### config.mk
export PLATFORM = sky130hd
export DESIGN_NAME = btn_conditioner
export DESIGN_NICKNAME = d
export VERILOG_FILES = /design/src/rtl/btn_conditioner.sv
export SDC_FILE = /design/constraint.sdc
export NUM_CORES = 1
export LEC_CHECK = 0
export ABC_AREA = 1
export ABC_CLOCK_PERIOD_IN_PS = 1700
export BUFFER_PORTS_ARGS = -buffer_cell sky130_fd_sc_hd__clkbuf_2
export CAP_MARGIN = 10
export CORE_MARGIN = 2
export CORE_UTILIZATION = 40
export CTS_CLUSTER_SIZE = 8
export DETAILED_ROUTE_END_ITERATION = 8
export GPL_TIMING_DRIVEN = 1
export HOLD_SLACK_MARGIN = 0.15
export SYNTH_ARGS = -nofsm -noshare
export SYNTH_HDL_FRONTEND = slang
export SYNTH_SLANG_ARGS = --single-unit
### constraint.sdc
create_clock -name clk -period 1.7 [get_ports clk]
set_input_delay 0.34 -clock clk [delete_from_list [all_inputs] [get_ports clk]]
set_output_delay 0.34 -clock clk [all_outputs]
set_load 0.02 [all_outputs]
### src/rtl/btn_conditioner.sv
// Three-button input conditioner: 2-flop synchroniser, per-button debounce,
// registered level, press/release pulses and a priority-encoded press code.
module btn_conditioner #(
    parameter int unsigned DB_CYCLES = 1_000_000,
    parameter int unsigned CNT_W     = $clog2(DB_CYCLES + 1)
) (
    input  logic       clk,
    input  logic       rst_n,
    input  logic [3:1] btn_raw,
    output logic [3:1] btn_level,
    output logic [3:1] btn_press,
    output logic [3:1] btn_release,
    output logic [1:0] press_code
);

    localparam logic [CNT_W-1:0] CNT_LAST = CNT_W'(DB_CYCLES - 1);

    logic [3:1]            sync1_q, sync1_d;
    logic [3:1]            sync2_q, sync2_d;
    logic [3:1][CNT_W-1:0] cnt_q, cnt_d;
    logic [3:1]            level_q, level_d;
    logic [3:1]            press_q, press_d;
    logic [3:1]            release_q, release_d;
    logic [1:0]            code_q, code_d;

    // Debounce: a differing synchronised value must persist DB_CYCLES cycles.
    always_comb begin
        sync1_d   = btn_raw;
        sync2_d   = sync1_q;
        cnt_d     = cnt_q;
        level_d   = level_q;
        press_d   = '0;
        release_d = '0;
        code_d    = 2'd0;

        for (int i = 1; i <= 3; i++) begin
            if (sync2_q[i] == level_q[i]) begin
                cnt_d[i] = '0;
            end else if (cnt_q[i] == CNT_LAST) begin
                cnt_d[i]     = '0;
                level_d[i]   = sync2_q[i];
                press_d[i]   = sync2_q[i];
                release_d[i] = ~sync2_q[i];
            end else begin
                cnt_d[i] = cnt_q[i] + CNT_W'(1);
            end
        end

        // Lowest button index wins when several are accepted together.
        if (press_d[1]) begin
            code_d = 2'd1;
        end else if (press_d[2]) begin
            code_d = 2'd2;
        end else if (press_d[3]) begin
            code_d = 2'd3;
        end
    end

    always_ff @(posedge clk or negedge rst_n) begin
        if (!rst_n) begin
            sync1_q   <= '0;
            sync2_q   <= '0;
            cnt_q     <= '0;
            level_q   <= '0;
            press_q   <= '0;
            release_q <= '0;
            code_q    <= '0;
        end else begin
            sync1_q   <= sync1_d;
            sync2_q   <= sync2_d;
            cnt_q     <= cnt_d;
            level_q   <= level_d;
            press_q   <= press_d;
            release_q <= release_d;
            code_q    <= code_d;
        end
    end

    assign btn_level   = level_q;
    assign btn_press   = press_q;
    assign btn_release = release_q;
    assign press_code  = code_q;

endmodule

# Yosys cells after proc, flatten, opt, wreduce, memory -nomap -nowiden
# Cells that the tools add are included.
dict set report totals {
  regBits 77
  latch_bits 0
  ramBits 0
  romBits 0
  input_bits 5
  out_inout_bits 11
  word_cells 50
  mem_count 0
}
dict set report op_classes {
  add_sub_neg 3
  n_mul 0
  div 0
  order_cmp 0
  n_eq_ne 6
  n_shift 0
  n_mux 21
  bitwise 6
  n_reduce_logical 3
}
# op count
set op_table {}
lappend op_table {{20-bit 2-to-1 mux} 6}
lappend op_table {{20-bit by 1-bit adder with 20-bit output, second input constant} 3}
lappend op_table {{20-bit equality test, second input constant} 3}
lappend op_table {{1-bit 2-to-1 mux} 12}
lappend op_table {{2-bit 2-to-1 mux} 3}
lappend op_table {{1-bit NOT} 6}
lappend op_table {{2-bit AND reduction} 3}
lappend op_table {{1-bit equality test} 3}

# Depth between registers and ports, before layout
dict set report depth {
  ltp_word 6
  ltp_mapped 9
  mapped_depth_nobuf 9
}

# Least setup slack after synthesis
# Ideal clock, no wire load.
dict set report synth_path {
  path_kind {register -> register}
  startpoint {register level_q (netlist bit btn_level[1])}
  endpoint {register cnt_q[9] (netlist name)}
  setup_ns 0.119
  t_arrival_ns 1.282
  setup_slack_ns 0.299
  stages_incl_launch_ff 9
  n_path_buf 1
  cell_sequence {dfrtp_1 inv_1 nand2_2 inv_1 nor2_1 inv_2 nand2_4 buf_6 nor2_2}
}
# item line
set synth_rtl {}
lappend synth_rtl {{start: declaration} 21} ;# logic [3:1] level_q, level_d;
lappend synth_rtl {{start signal: assignment} 72} ;# level_q <= level_d;
lappend synth_rtl {{end signal: assignment} 71} ;# cnt_q <= cnt_d;
lappend synth_rtl {{end: declaration} 20} ;# logic [3:1][CNT_W-1:0] cnt_q, cnt_d;

==> run metrics <==
Die Area=roughly 11,000 um2; Final GP Congestion=approximately 0.88; largest net degree at the start of global routing=27; Ys Warns=0; number of synthesized register bits=a little under 80; Final Setup Violations=0; root buffer cell=clkbuf_8; Worst Hold Depth=0; Port Buffers=15; IO Count=16; WP data arrival=1.76 ns; worst-case clock skew=0.008912 ns; ANT cells=0; initial DRC count=approximately 110; Layout Utilization=0.4680; asr flop ratio synth=1.000; Clk pin slew, worst setup/hold paths=about 0.080 ns; first-pass GRT wire length=between 10 and 15 mm; end of the worst register-to-register path=cnt_q[6]$_DFF_PN0_; LEAKAGE=~2.0 nW; kind of critical path=flop to flop; Cells after Synth=between 400 and 500; Vias=between 3,000 and 4,000; Reg area=around 1900 um2; Multi-input gate area=~1900 um2; antenna viol nets, final=0; final hold slack=between 0.3 and 0.4 ns; Final Max Slew Viols=0; Mapped Nets=490; Mean Syn Cell Area=8.434 um2; fill count=~970; gr ovfl total=0; Synth area leader=dfrtp_1; GRT met2 Usage=0.2338; Worst Hold Path EP=sync2_q[2]$_DFF_PN0_; Register-to-Register Path Depth=8; critical path endpoint category=flop; Tot Pwr=roughly 3.4 mW; chip width=roughly 100 um; Crit Path Max Fanout=11; RR Startpoint=cnt_q[0]$_DFF_PN0_; Final nets=between 500 and 600; Primary FF master, synth=dfrtp_1; CTS tree=yes; Synth top area share=0.4740; type of origin of the critical path=flop; row cnt=36; Area after DPL=4344 um2; share of cells above drive strength 1=0.2054; effective utilization at floorplan=0.4140; worst-path cell chain=ha_1, nand2_2, nor2_4, nand3_2, clkinv_2, nand3_4, nand2_4, nor3_1; setup tns final=0 ns; CP peak stage delay=0.38 ns; period utilization=0.9031; DR vias/cell=4.691; Power Density=approximately 750 nW/um2; final WL=just under 8 mm; Hold Fails Final Rpt=0; DP Cell Count=approximately 630; sequential element share of the synthesized area=0.4740; TritonCTS Sinks=77; Critical Path RT=between 1.5 and 2 ns; vias in the first global route=2,993; worst skew pair latency=~0.35 ns; Netlist Area Pre-Place=4065 um2; grt peak-use layer=met2; gr usage total=0.1590; DP HPWL=~6.0 mm; post-route worst setup slack=approximately 0.16 ns; synth top area cells=dfrtp_1, nor2_1, nand2_1; post-route design area=~4600 um2; number of synthesized flops with an enable pin=0; initial antenna violation count=0; GR Util met3=0.04367; outcome=complete, no violations; slowest CP cell=dfrtp_1; CTS Buffer Depth=2; maxcap violations=0; worst-margin pin slew=0.3786 ns; Fmax=approximately 0.65 GHz; total CTS buffers=9; CTS H-tree depth=3; Post-CTS Repair Setup Buffers=0; flop2flop setup slack=roughly 0.16 ns; Area Growth Syn to Fin=13.05%; unrepaired setup endpoints after global routing=false; non-filler cells, final=654; Hold Crit Start=sync1_q[2]$_DFF_PN0_; Relative slew margins=0.7457; Netlist cell types=28; Period minus WS final=1.535 ns; Place WS=roughly 0.14 ns; Hold WC Path Type=flop to flop; TritonRoute pass-1 iters=4; Residual DRC=0; Max IR drop VDD=about 450 uV; DR WL/cell=12.14 um; Core Area=9819 um2; M1 GR Usage=0.2253; Die Height=approximately 100 um
layout make-up:
| cell class | count | area share |
|---|---|---|
| inverter | 66 | 0.05418 |
| clock buffer | 10 | 0.02995 |
| tap | 133 | 0.03621 |
| timing repair buffer | 25 | 0.03812 |
| sequential | 77 | 0.4193 |
| clock inverter | 6 | 0.01497 |
| multi-input combinational | 337 | 0.4073 |
routing by layer:
layer | up-vias | routed length [um]
li1 | 1582 | -
met1 | 1419 | 3891
met2 | 51 | 3601
met3 | 16 | 306
met4 | 0 | 138
met5 | - | 0
critical path, delay by kind of cell, from the launching register on:
kind                     cells  cell delay, ns
buffers and inverters        1            0.08
AND/OR/NAND/NOR              6            0.72
flip-flops                   1            0.38
adder cells (fa/ha/maj)      1            0.22
synth_stat cells (all sizes together) (2+ instances only):
master	number
nand4	9
nor3	29
dfrtp	77
nor2	117
a21oi	15
xnor2	6
nand2	88
buf	2
nor3b	2
inv	65
ha	3
nand3	41
xor2	23
worst max path at each step:
stage / start / endpoint / slack (ns) / depth (start not counted)
after floorplan: btn_level[1]$_DFFE_PN0P_ / cnt_q[9]$_DFF_PN0_ / 0.30 / 8
after global placement: cnt_q[20]$_DFF_PN0_ / cnt_q[29]$_DFF_PN0_ / 0.18 / 8
after detailed placement: cnt_q[20]$_DFF_PN0_ / cnt_q[38]$_DFF_PN0_ / 0.14 / 8
after CTS: cnt_q[20]$_DFF_PN0_ / cnt_q[38]$_DFF_PN0_ / 0.13 / 8
after global routing: cnt_q[0]$_DFF_PN0_ / cnt_q[6]$_DFF_PN0_ / 0.01 / 8
final: cnt_q[0]$_DFF_PN0_ / cnt_q[6]$_DFF_PN0_ / 0.16 / 8
flip-flops by register name, summed over array words and instances, names as in the netlist:
register and count:
cnt_q 60, btn_level 3, btn_press 3, btn_release 3, sync1_q 3, sync2_q 3, press_code 2
cells in the final DEF, fill, tap and decap left out:
cell type | Yosys | final
nor2_1 | 85 | 85
dfrtp_1 | 77 | 77
nand2_1 | 75 | 75
inv_1 | 57 | 57
nand3_1 | 35 | 35
xor2_1 | 23 | 23
nor2_2 | 22 | 22
nor3_1 | 20 | 20
a21oi_1 | 15 | 15
clkbuf_2 | 0 | 14
nand2_2 | 11 | 10
nor2_4 | 10 | 10
clkbuf_8 | 0 | 10
nand4_1 | 9 | 9
inv_2 | 8 | 8
nor3_2 | 8 | 8
buf_4 | 0 | 6
xnor2_1 | 5 | 5
dlygate4sd3_1 | 0 | 4
nand3_2 | 3 | 3
nand3_4 | 3 | 3
nand2_4 | 2 | 3
ha_1 | 3 | 3
clkinv_2 | 1 | 2
nor3b_1 | 2 | 2
inv_6 | 0 | 2
nand3b_1 | 1 | 1
xnor2_2 | 1 | 1
nor4_1 | 1 | 1
nor3_4 | 1 | 1
a31oi_1 | 1 | 1
o21ai_0 | 1 | 1
bufinv_16 | 0 | 1
clkinv_4 | 0 | 1
clkinvlp_4 | 0 | 1
buf_12 | 0 | 1
report_power, final:
group	internal [mW]	switching (mW)	total, mW
clock	0.728	0.702	1.43
combinational	0.0484	0.0972	0.146
sequential	1.85	0.0187	1.87
total	2.63	0.818	3.45
kinds of logic after synthesis:
logic type      after synthesis  synth area share
fa+ha+maj                     3          0.009235
buf+inv                      68           0.06679
compound gates               17           0.02124
simple gates                288            0.3644
flops                        77            0.4740
xor+xnor                     29           0.06433
what timing repair did:
action / CTS / global route
hold endpoints to repair: 26 / 0
gates resized for setup: 0 / 1
hold buffers: 4 / 0
setup endpoints to repair: 0 / 2
Power figures use the tool's default switching activity.
